### src/rtl/seg_pkg.sv
// Shared definitions for the seven-segment scan controller: segment table,
// FSM state encoding and the blank pattern.
package seg_pkg;

    typedef enum logic [1:0] {
        IDLE = 2'd0,
        SCAN = 2'd1,
        GAP  = 2'd2
    } state_t;

    localparam logic [6:0] BLANK = 7'b0000000;

    // bit6 = a ... bit0 = g, active-high
    localparam logic [6:0] SEG_TABLE [16] = '{
        7'b1111110, 7'b0110000, 7'b1101101, 7'b1111001,
        7'b0110011, 7'b1011011, 7'b1011111, 7'b1110000,
        7'b1111111, 7'b1111011, 7'b1110111, 7'b0011111,
        7'b1001110, 7'b0111101, 7'b1001111, 7'b1000111
    };

endpackage

### src/rtl/seg_decoder.sv
// Combinational hex nibble to seven-segment lookup.
module seg_decoder
    import seg_pkg::*;
(
    input  logic [3:0] i_nib,
    output logic [6:0] o_seg
);

    assign o_seg = SEG_TABLE[i_nib];

endmodule

### src/rtl/seg_scan_ctrl.sv
// Time-multiplexed scan controller for a common-select seven-segment display.
//   state | meaning
//   IDLE  | display blank, waiting for en with a loaded frame
//   SCAN  | digit idx driven with its decoded nibble for ON_CYC cycles
//   GAP   | all digits off for GAP_CYC cycles before the next digit
module seg_scan_ctrl
    import seg_pkg::*;
#(
    parameter int DIGITS  = 4,
    parameter int ON_CYC  = 16,
    parameter int GAP_CYC = 2
) (
    input  logic                  i_clk,
    input  logic                  i_rst,
    input  logic                  i_en,
    input  logic                  i_load,
    input  logic [4*DIGITS-1:0]   i_data,
    input  logic [DIGITS-1:0]     i_blank_mask,
    output logic [DIGITS-1:0]     o_digit_sel,
    output logic [6:0]            o_seg_out,
    output logic                  o_frame_done,
    output logic                  o_valid
);

    localparam int IW      = $clog2(DIGITS);
    localparam int CNT_MAX = (ON_CYC > GAP_CYC) ? ON_CYC : GAP_CYC;
    localparam int CW      = (CNT_MAX > 1) ? $clog2(CNT_MAX) : 1;

    state_t                r_state;
    logic [IW-1:0]         r_idx;
    logic [CW-1:0]         r_cnt;
    logic [4*DIGITS-1:0]   r_pend_data;
    logic [DIGITS-1:0]     r_pend_mask;
    logic [4*DIGITS-1:0]   r_act_data;
    logic [DIGITS-1:0]     r_act_mask;
    logic                  r_valid;
    logic [DIGITS-1:0]     r_digit_sel;
    logic [6:0]            r_seg_out;
    logic                  r_frame_done;

    state_t                w_state_nxt;
    logic [IW-1:0]         w_idx_nxt;
    logic [CW-1:0]         w_cnt_nxt;
    logic                  w_reload;
    logic [4*DIGITS-1:0]   w_act_data_nxt;
    logic [DIGITS-1:0]     w_act_mask_nxt;
    logic [3:0]            w_nib;
    logic [6:0]            w_dec;
    logic [DIGITS-1:0]     w_sel_nxt;
    logic [6:0]            w_seg_nxt;
    logic                  w_fd_nxt;

    always_comb begin
        w_state_nxt = r_state;
        w_idx_nxt   = r_idx;
        w_cnt_nxt   = r_cnt;
        w_reload    = 1'b0;
        if (!i_en) begin
            w_state_nxt = IDLE;
            w_idx_nxt   = '0;
            w_cnt_nxt   = '0;
        end else begin
            case (r_state)
                IDLE: begin
                    if (r_valid || i_load) begin
                        w_state_nxt = SCAN;
                        w_idx_nxt   = '0;
                        w_cnt_nxt   = '0;
                        w_reload    = 1'b1;
                    end
                end
                SCAN: begin
                    if (r_cnt == CW'(ON_CYC - 1)) begin
                        w_state_nxt = GAP;
                        w_cnt_nxt   = '0;
                    end else begin
                        w_cnt_nxt = r_cnt + CW'(1);
                    end
                end
                GAP: begin
                    if (r_cnt == CW'(GAP_CYC - 1)) begin
                        w_state_nxt = SCAN;
                        w_cnt_nxt   = '0;
                        if (r_idx == IW'(DIGITS - 1)) begin
                            w_idx_nxt = '0;
                            w_reload  = 1'b1;
                        end else begin
                            w_idx_nxt = r_idx + IW'(1);
                        end
                    end else begin
                        w_cnt_nxt = r_cnt + CW'(1);
                    end
                end
                default: begin
                    w_state_nxt = IDLE;
                    w_idx_nxt   = '0;
                    w_cnt_nxt   = '0;
                end
            endcase
        end
    end

    // A load on the reload edge bypasses pending so it shows in this frame.
    assign w_act_data_nxt = w_reload ? (i_load ? i_data : r_pend_data) : r_act_data;
    assign w_act_mask_nxt = w_reload ? (i_load ? i_blank_mask : r_pend_mask) : r_act_mask;
    assign w_nib          = w_act_data_nxt[{w_idx_nxt, 2'b00} +: 4];

    seg_decoder u_dec (
        .i_nib (w_nib),
        .o_seg (w_dec)
    );

    // Outputs are computed from the next state so they change on state entry.
    always_comb begin
        w_sel_nxt = '0;
        w_seg_nxt = BLANK;
        w_fd_nxt  = 1'b0;
        if (w_state_nxt == SCAN) begin
            w_sel_nxt = DIGITS'(1) << w_idx_nxt;
            w_seg_nxt = w_act_mask_nxt[w_idx_nxt] ? BLANK : w_dec;
        end
        if ((w_state_nxt == GAP) && (w_idx_nxt == IW'(DIGITS - 1)) &&
            (w_cnt_nxt == CW'(GAP_CYC - 1))) begin
            w_fd_nxt = 1'b1;
        end
    end

    always_ff @(posedge i_clk or posedge i_rst) begin
        if (i_rst) begin
            r_state <= IDLE;
            r_idx   <= '0;
            r_cnt   <= '0;
        end else begin
            r_state <= w_state_nxt;
            r_idx   <= w_idx_nxt;
            r_cnt   <= w_cnt_nxt;
        end
    end

    always_ff @(posedge i_clk or posedge i_rst) begin
        if (i_rst) begin
            r_pend_data  <= '0;
            r_pend_mask  <= '0;
            r_act_data   <= '0;
            r_act_mask   <= '0;
            r_valid      <= 1'b0;
            r_digit_sel  <= '0;
            r_seg_out    <= BLANK;
            r_frame_done <= 1'b0;
        end else begin
            if (i_load) begin
                r_pend_data <= i_data;
                r_pend_mask <= i_blank_mask;
            end
            r_act_data   <= w_act_data_nxt;
            r_act_mask   <= w_act_mask_nxt;
            r_valid      <= r_valid | i_load;
            r_digit_sel  <= w_sel_nxt;
            r_seg_out    <= w_seg_nxt;
            r_frame_done <= w_fd_nxt;
        end
    end

    assign o_digit_sel  = r_digit_sel;
    assign o_seg_out    = r_seg_out;
    assign o_frame_done = r_frame_done;
    assign o_valid      = r_valid;

endmodule

### config.mk
export PLATFORM = sky130hd
export DESIGN_NAME = seg_scan_ctrl
export DESIGN_NICKNAME = d
export VERILOG_FILES = /design/src/rtl/seg_pkg.sv /design/src/rtl/seg_decoder.sv /design/src/rtl/seg_scan_ctrl.sv
export SDC_FILE = /design/constraint.sdc
export NUM_CORES = 1
export LEC_CHECK = 0
export CAP_MARGIN = 15
export CORE_UTILIZATION = 45
export CTS_CLUSTER_DIAMETER = 30
export CTS_CLUSTER_SIZE = 8
export DETAILED_ROUTE_END_ITERATION = 16
export HOLD_SLACK_MARGIN = 0.15
export PLACE_DENSITY = 0.71
export SYNTH_ARGS = -nofsm -noshare
export SYNTH_HDL_FRONTEND = slang
export SYNTH_HIERARCHICAL = 1
export SYNTH_SLANG_ARGS = --single-unit
### constraint.sdc
create_clock -name i_clk -period 4.8 [get_ports i_clk]
set_clock_uncertainty 0.2 [all_clocks]
set_input_delay 0.96 -clock i_clk [delete_from_list [all_inputs] [get_ports i_clk]]
set_output_delay 0.96 -clock i_clk [all_outputs]
set_load 0.02 [all_outputs]
Word level (Yosys, flattened, before mapping)
Memory sizes are Yosys's and may differ from the RTL's. Index checks and enable logic that the tools add are counted.

Register bits: 61. Bits in writable memories: 0. Memories kept: 1. Bits in latches: 0. Output and inout bits: 13. Input bits: 24. Logic and storage cells: 65. Bits in read-only memories: 112.

Add/subtract/negate cells: 2. Reduce and logical (&&, ||, !) cells: 4. Equality and inequality tests: 9. Multipliers: 0. $lt $le $gt $ge: 2. Divide/modulo/power cells: 0. Shift operators: 2. Mux-type cells: 32. Bitwise gates (word level): 2.

Memory list: (name not given) (words 16, width 7, read ports 1, clocked after Yosys merged registers in 0, wr ports 0, RTL line seg_decoder.sv:9) `assign o_seg = SEG_TABLE[i_nib];`.

Operator list (count): two-way mux 16 bit (2); two-way mux 4 bit (7); two-way mux 7 bit (4); two-way mux 2 bit (8); variable part select 16 x 5 -> 4 bit (1); case mux 2 bit (3 select lines) (2); case mux 4 bit (3 select lines) (1); == test 2 bit (second input constant) (4); == test 4 x 1 -> 1 bit (second input constant) (2); two-way mux 1 bit (6); greater-or-equal comparator 5 bit (second input constant) (1); inverter 4 -> 5 bit (1); adder 4 x 1 -> 4 bit (second input constant) (1); == test 2 x 1 -> 1 bit (second input constant) (2); == test 4 bit (second input constant) (1); << shifter 1 x 2 -> 4 bit (first input constant) (1); less-than comparator 2 x 3 -> 1 bit (second input constant) (1); adder 2 x 1 -> 2 bit (second input constant) (1); binary-select mux 1 bit (select 2 bit) (1); logical AND 1 bit (2); logical NOT 2 bit (1); case mux 1 bit (2 select lines) (1); logical OR 1 bit (1); bitwise OR 1 bit (1).

Depth between registers and ports, before layout
Gate-level depths: netlist of run 1.

Depth after elaboration: 13. Gate-level depth with buffers: 15. Depth with buffers taken out: 13.

By module
The synthesis of run 1 kept the hierarchy.

By module, submodules not included: seg_scan_ctrl (sequential area each 1526.5 um^2, times used 1, area each 2882.8 um^2, cells an instance 226); seg_decoder (sequential area each 0.0 um^2, times used 1, area each 287.8 um^2, cells an instance 33).

Worst setup path before layout of run 1
Ideal clock, no wire load.

Path kind: input to register. Start point: input i_load. End point: register r_seg_out[3] (netlist: o_seg_out[3]). Cell stages on the path: 12. Data arrival time: 3.375 ns. Setup slack: 1.096 ns. Data required time: 4.471 ns. Setup time: 0.129 ns. Buffers on the path: 1. Cell sequence: nor2_1 o32ai_1 buf_2 mux2_2 mux2_2 nand2_1 o21ai_1 inv_1 ha_1 inv_1 mux4_1 a21boi_2.

Word-level cells in the longest chain between the ends: 12. Elaborated cells between the ends (all ways): 24. Classes of those cells: eq/ne (1); shift (1); mux (19); bitwise (1); reduce/logical (1); memory (1).

RTL lines: from (decl) (RTL line seg_scan_ctrl.sv:16) `input logic i_load,`; logical OR 1 bit (RTL line seg_scan_ctrl.sv:65) `if (r_valid || i_load) begin`; two-way mux 1 bit (RTL line seg_scan_ctrl.sv:65); case mux 1 bit (2 select lines) (RTL line seg_scan_ctrl.sv:63) `case (r_state)`; two-way mux 1 bit (RTL line seg_scan_ctrl.sv:58) `if (!i_en) begin`; two-way mux 16 bit * (RTL line seg_scan_ctrl.sv:104) `assign w_act_data_nxt = w_reload ? (i_load ? i_data : r_pend_data) : r_act_data;`; named net w_act_data_nxt[9] (RTL line seg_scan_ctrl.sv:45) `logic [4*DIGITS-1:0] w_act_data_nxt;`; variable part select 16 x 5 -> 4 bit * (RTL line seg_scan_ctrl.sv:106) `assign w_nib = w_act_data_nxt[{w_idx_nxt, 2'b00} +: 4];`; named net w_nib[1] (RTL line seg_scan_ctrl.sv:47) `logic [3:0] w_nib;`; inverter 4 -> 5 bit (not written as such) * (RTL line seg_decoder.sv:9); memory (16 x 7 bit) *; two-way mux 7 bit (not written as such) * (2 in a row) (RTL line seg_decoder.sv:9); named net w_dec[3] (RTL line seg_scan_ctrl.sv:48) `logic [6:0] w_dec;`; two-way mux 7 bit * (RTL line seg_scan_ctrl.sv:120) `w_seg_nxt = w_act_mask_nxt[w_idx_nxt] ? BLANK : w_dec;`; two-way mux 7 bit * (RTL line seg_scan_ctrl.sv:118) `if (w_state_nxt == SCAN) begin`; named net w_seg_nxt[3] (RTL line seg_scan_ctrl.sv:50) `logic [6:0] w_seg_nxt;`; to (signal assigned) (RTL line seg_scan_ctrl.sv:159) `r_seg_out <= w_seg_nxt;`; to (decl) (RTL line seg_scan_ctrl.sv:38) `logic [6:0] r_seg_out;`.

The timed path passes the listed nets; every way through them passes the cells marked *. The select of a mux whose other input is x is not followed.

Worst setup path in the final report of run 1
Start point: input i_load. End point: register r_seg_out[3] (netlist: o_seg_out[3]).

Word-level cells in the longest chain between the ends: 12. Elaborated cells between the ends (all ways): 24. Classes of those cells: eq/ne (1); shift (1); mux (19); bitwise (1); reduce/logical (1); memory (1).

RTL lines (RTL line): logical OR 1 bit (seg_scan_ctrl.sv:65); two-way mux 1 bit (seg_scan_ctrl.sv:65); case mux 1 bit (2 select lines) (seg_scan_ctrl.sv:63); two-way mux 1 bit (seg_scan_ctrl.sv:58); two-way mux 16 bit (seg_scan_ctrl.sv:104); variable part select 16 x 5 -> 4 bit * (seg_scan_ctrl.sv:106); named net w_nib[0] (seg_scan_ctrl.sv:47); inverter 4 -> 5 bit (not written as such) * (seg_decoder.sv:9); memory (16 x 7 bit) *; two-way mux 7 bit (not written as such) * (2 in a row) (seg_decoder.sv:9); named net w_dec[3] (seg_scan_ctrl.sv:48); two-way mux 7 bit * (seg_scan_ctrl.sv:120); two-way mux 7 bit * (seg_scan_ctrl.sv:118); named net w_seg_nxt[3] (seg_scan_ctrl.sv:50).

Marks and branches as above.

==> results of run 1 <==
logic make-up after synthesis:
kind of cell / after synthesis
AO/OA/AOI/OAI: 40
AND/OR/NAND/NOR: 52
flip-flops: 61
multiplexers: 63
buffers and inverters: 33
adder cells (fa/ha/maj): 10
final cells by class:
type | count | area share [%]
clock inverters | 4 | 0.587
well taps | 96 | 3.13
multi-input cells | 165 | 39.2
clock buffers | 12 | 4.05
flip-flops and latches | 61 | 39.8
inverters | 20 | 1.96
repair buffers | 44 | 11.3
worst reg2reg max path, delay by kind of cell (launching register included):
kind / cells / cell delay [ps]
mux: 4 / 1260
simple gates: 2 / 790
fa+ha+maj: 2 / 460
compound gates: 2 / 410
flops: 1 / 410
buf+inv: 2 / 220
per-layer routing:
layer  GRT usage [%]  share of wire (%)  vias up
met5               0                  0        -
met4            7.73                1.7        0
met3            3.75                3.1        9
met2            27.8                 47       41
met1            22.9                 48      978
li1                -                  -      995
final timing paths:
path / start / to / slack (ps) / cells after the start
min in group asynchronous: i_rst / r_state[1] / 850 / 2
min reg2reg: r_act_data[8] / r_act_data[8] / 290 / 1
max in group asynchronous: i_rst / r_pend_data[14] / 2720 / 3
max reg2reg: r_cnt[1] / o_seg_out[3] / 910 / 12
min: r_act_data[8] / r_act_data[8] / 290 / 1
max: i_load / o_seg_out[3] / 750 / 11
power groups by stage:
stage / Combinational [uW] / Clock (uW) / Sequential (uW)
2_1_floorplan: 277 / 0 / 643
3_3_place_gp: 397 / 0 / 630
3_5_place_dp: 400 / 0 / 634
4_1_cts: 403 / 419 / 625
5_1_grt: 444 / 439 / 632
6_report: 399 / 407 / 624
stage by stage:
stage,area (um2),utilization [%]
after global routing,3830,56.4
after global placement,3660,53.8
after CTS,3830,56.4
final,3830,56.4
after floorplan,3170,-
after detailed placement,3660,53.8
registers in the layout, summed over array words and instances, names as in the netlist:
signal	cells
r_act_data	16
r_pend_data	16
o_seg_out	7
o_digit_sel	4
r_act_mask	4
r_cnt	4
r_pend_mask	4
r_idx	2
r_state	2
o_frame_done	1
o_valid	1
cells in the mapped netlist, types with 4 or more instances:
library cell,n
inv_1,20
nor3_1,5
mux2i_1,15
ha_1,10
nand2_1,12
mux2_2,43
nand2b_1,4
dfrtp_1,61
a21oi_1,4
buf_6,4
o21ai_0,6
nand3_1,4
buf_2,6
nor2_1,6
a21boi_2,7
==> out/results.ini, run 1 <==
[place]
io_buffers = 36
globalplace.congestion = 0.827
hpwl_mm = 4.04
placedCellCount = 386
dpl_worst_slack_ps = 361

[yosys]
ys_async_sr_fraction_pct = 100
synthFlopType = dfrtp_1
synth-edff-count = 0
yosysUniqueCellTypes = 49
synth_warnings = 6
synth_top_area_share_pct = 48.1
synth.area.top_cells = dfrtp_1, mux2_2, mux2i_1
synth_top_family_by_area = multiplexers
synth_xor_xnor_area_share_pct = 0
yosysSeqAreaShare_pct = 48.1
syn_inst = 259
ys_seq_elements = 61
synth_nets = 293
syn_avg_cell_area_um2 = 12.2
synth_compound_area_share_pct = 10.9
netlist_area_um2 = 3170
synth_fa_ha_area_share_pct = 3.95
synth_mux_area_share_pct = 22.8
yosys.area_share.simple_pct = 9.12
synth_largest_area_cell = dfrtp_1

[layout]
fill_cells = 559
fin_cells = 402
final_common_cell = dfrtp_1
area_growth_pct = 20.9
most-common-layout-cells = dfrtp_1, mux2_2, clkdlybuf4s50_1, inv_1, mux2i_1
insertedDiodeCount = 0
multi_input_area_um2 = 1500
drive_above_1_share_pct = 27.8
regArea_um2 = 1530
nets = 335

[clock_network]
cts-buffers-inserted = 9
cts_hold_buf = 0
htree_levels = 3
clockBufferDepth = 2
clock-root-buffer = clkbuf_8
postCtsSetupBuffers = 0
clk_latency_ps = 330
path_clk_slew_ps = 60
clock_sinks = 61
postCtsResizedCells = 0
cts_tree = done

[drt]
drc = 0
viasPerCell = 5.03
wirelength_mm = 5.65
dr.pass1.iters = 4
drt_iter0_markers = 109
post_drt_wl_per_cell_um = 14.1
dr_total_vias = 2023
drtAntennaViolNets = 0

[critical_path]
path_cells = clkdlybuf4s50_1 > nor2_1 > o211ai_1 > nand2_2 > mux2i_1 > mux2_2 > o21ai_1 > inv_1 > ha_1 > mux4_1 > a21boi_2
critPathKind = in -> reg
crit_path_max_fanout = 12
path_delay_family = multiplexers
critPathCaptureType = register
arrival_ps = 4050
slowest_stage = mux4_1
critPathRequiredTime_ps = 4800
path_buf_inv = 2
start_kind = input pin
critical_path.max_stage_delay_ps = 470

[sta]
fin_setup_tns_ps = 0
rsz0062_at_grt = false
fin_crit_sh_pct = 84.4
fmax_mhz = 247
drv_slew = 0
tightest_slew_ps = 695
max_slew_margin_pct = 53.6
fin_ws_ps = 748
setup_viol = 0
final.min_clock_period_ps = 4050
holdWs_ps = 293
hold_violations = 0

[power_and_ir_drop]
vdd_ir_drop_max_mv = 0.195
power_frac_comb_pct = 27.9
leakage_uw = 0.00165
power_switching_uw = 407
internal_power_uw = 1020
p_total_uw = 1430
p_seq_share_pct = 43.6
p_clk_share_pct = 28.4
power_density_nw_per_um2 = 373
swShare_pct = 28.5

[floorplan]
fp.dieW_um = 85.9
start_util_pct = 46.7
die_y_um = 85.9
core-area_um2 = 6790
io-pin-count = 37
rows = 30
dieArea_um2 = 7390

[global_routing]
grt_usage_pct = 17.5
grt_pass1_wl_mm = 9.87
grt_pass1_vias = 2097
grt_overflow = 0
antenna_found_initial = 0
grt_max_degree = 35

[outcome]
status = finished clean

[hold_path]
hp-class = reg -> reg

[run]
max_cap_viol_count = 0

Note: power is estimated with default switching activity, not from simulation.
==> run 2, diff against run 1 <==
- PLACE_DENSITY: 0.71 -> 0.74
- clock period: 4.8 -> 3.4 ns (I/O delays scaled with it)
==> run 2 against run 1 <==
Net effect:
- the flow now finishes with violations (setup timing)
- critical path depth grew 1
- count of clock-buffer cells in the layout grew 1
- register-to-register slack lost 900 ps
- core utilization grew 8.9 points
- worst hold slack is essentially flat
- highest routed layer unchanged
- sequential share of layout area shrank 5.4 points
- final cell count grew 12%
- sequential power grew 41%
- final area grew 16%
- non-clock buffer count grew 49
- via count grew 14%
==> out/results.ini, run 2 (same netlist as run 1, synthesis figures left out) <==
[drt]
drt_iter0_markers = 91
dr.pass1.iters = 5
post_drt_wl_per_cell_um = 15.4
drc = 0
drtAntennaViolNets = 0
dr_total_vias = 2306
wirelength_mm = 6.95
viasPerCell = 5.11

[hold_path]
hp-class = reg -> reg
hp-start = r_pend_data[2]

[run]
max_cap_viol_count = 0

[place]
io_buffers = 36
dpl_cell_area_um2 = 3960
globalplace.congestion = 0.834
hpwl_mm = 4.74

[global_routing]
grt_overflow = 0
grt_pass1_vias = 2277
grt_max_degree = 31
grt_use_met2_pct = 30.1
use_met1_pct = 24.6
grt_pass1_wl_mm = 10.8
grtUsageMet3_pct = 4.62
antenna_found_initial = 0
grt.busiest_layer = met2
grt_usage_pct = 19.3

[layout]
area_growth_pct = 40.1
fill_cells = 486
final_common_cell = dfrtp_1
most-common-layout-cells = dfrtp_1, buf_4, mux2_2, clkdlybuf4s50_1, inv_1
final_core_util_pct = 65.4
insertedDiodeCount = 0
nets = 384
fin_area_um2 = 4440
drive_above_1_share_pct = 44.2

[floorplan]
die_y_um = 85.9
io-pin-count = 37
rows = 30
fp.dieW_um = 85.9
dieArea_um2 = 7390
core-area_um2 = 6790
start_util_pct = 46.7

[sta]
fin_crit_sh_pct = 101
fin_ws_ps = -26.1
setup_viol = 1
max_slew_margin_pct = 58.3
rsz0062_at_grt = true
drv_slew = 0
final.min_clock_period_ps = 3430
fmax_mhz = 292
tightest_slew_ps = 625
hold_violations = 0
fin_setup_tns_ps = -26.1

[outcome]
violations = setup timing
status = complete, but fails checks

[clock_network]
clockBufferDepth = 2
cts-buffers-inserted = 9
htree_levels = 3
cts_tree = done
clock-root-buffer = clkbuf_8
clk_latency_ps = 330
clock_sinks = 61
path_clk_slew_ps = 70

[critical_path]
critPathRequiredTime_ps = 3410
arrival_ps = 3440
critPathKind = in -> reg
critPathCaptureType = register
worstReg2RegStart = r_cnt[1]
start_kind = input pin
crit_path_max_fanout = 10
crit_start = i_load

[power_and_ir_drop]
power_density_nw_per_um2 = 551
vdd_ir_drop_max_mv = 0.212
leakage_uw = 0.00196

-- run 2: cell types whose count changed in the layout (fill, tap and decap cells not counted), sizes merged --
cell / change
bufinv: +3
clkinvlp: -1
buf: +49
clkdlybuf4s50: -1
dlygate4sd2: +1
clkbuf: +1
clkinv: -3
-- run 2: timing repair --
| action | CTS | global route |
|---|---|---|
| hold buffers | 0 | 0 |
| buffers inserted | 4 | 9 |
| resized for setup | 8 | 20 |
| pin swaps | 3 | 7 |
| setup endpoints to repair | 7 | 6 |
| gates cloned | 0 | 1 |
-- run 2: critical path: stages --
cell and delay [ps]:
clkdlybuf4s50_1 550, buf_6 170, mux2_2 360, mux2_2 280, mux2_4 280, nand2_4 90, o21ai_4 80, inv_2 100
ha_2 170, inv_1 60, mux4_2 450, a21boi_2 160
-- run 2: power by group --
part | total [uW] | switching, uW | leakage [uW] | internal [uW]
clock | 820 | 272 | 0.000130 | 548
combinational | 745 | 333 | 0.00108 | 412
sequential | 881 | 43.7 | 0.000746 | 838
-- run 2: area by class of cell --
class | instances | area, um2 | area share (%)
Inverter | 20 | 75.1 | 1.69
Clock inverter | 3 | 90.1 | 2.03
Tap cell | 96 | 120 | 2.70
Clock buffer | 13 | 169 | 3.80
Multi-Input combinational cell | 165 | 1650 | 37.2
Sequential cell | 61 | 1530 | 34.4
Timing Repair Buffer | 93 | 808 | 18.2
-- run 2: metrics by stage --
step | total power (uW) | std cells | hold slack, ps | setup slack (ps)
floorplan | 1330 | 259 | 247 | -20.1
global placement | 1540 | 421 | 267 | -364
detailed placement | 1560 | 421 | 278 | -430
CTS | 2410 | 441 | 293 | 7.60
global route | 2570 | 451 | 303 | -96.6
finish | 2450 | 451 | 293 | -26.1
-- run 2: final timing paths --
path	endpoint	slack, ps	depth (start not counted)
setup reg to reg	o_seg_out[3]	10	13
setup / recovery	o_seg_out[3]	-30	12
hold reg to reg	r_pend_data[2]	290	1
min in group asynchronous	r_pend_data[3]	550	2
hold / removal	r_pend_data[2]	290	1
max in group asynchronous	r_act_data[13]	1770	3
-- run 2: layer usage --
layer,vias to the layer above,wire (um)
met5,-,0
met4,0,158
met3,16,270
li1,1093,-
met1,1138,3040
met2,59,3480
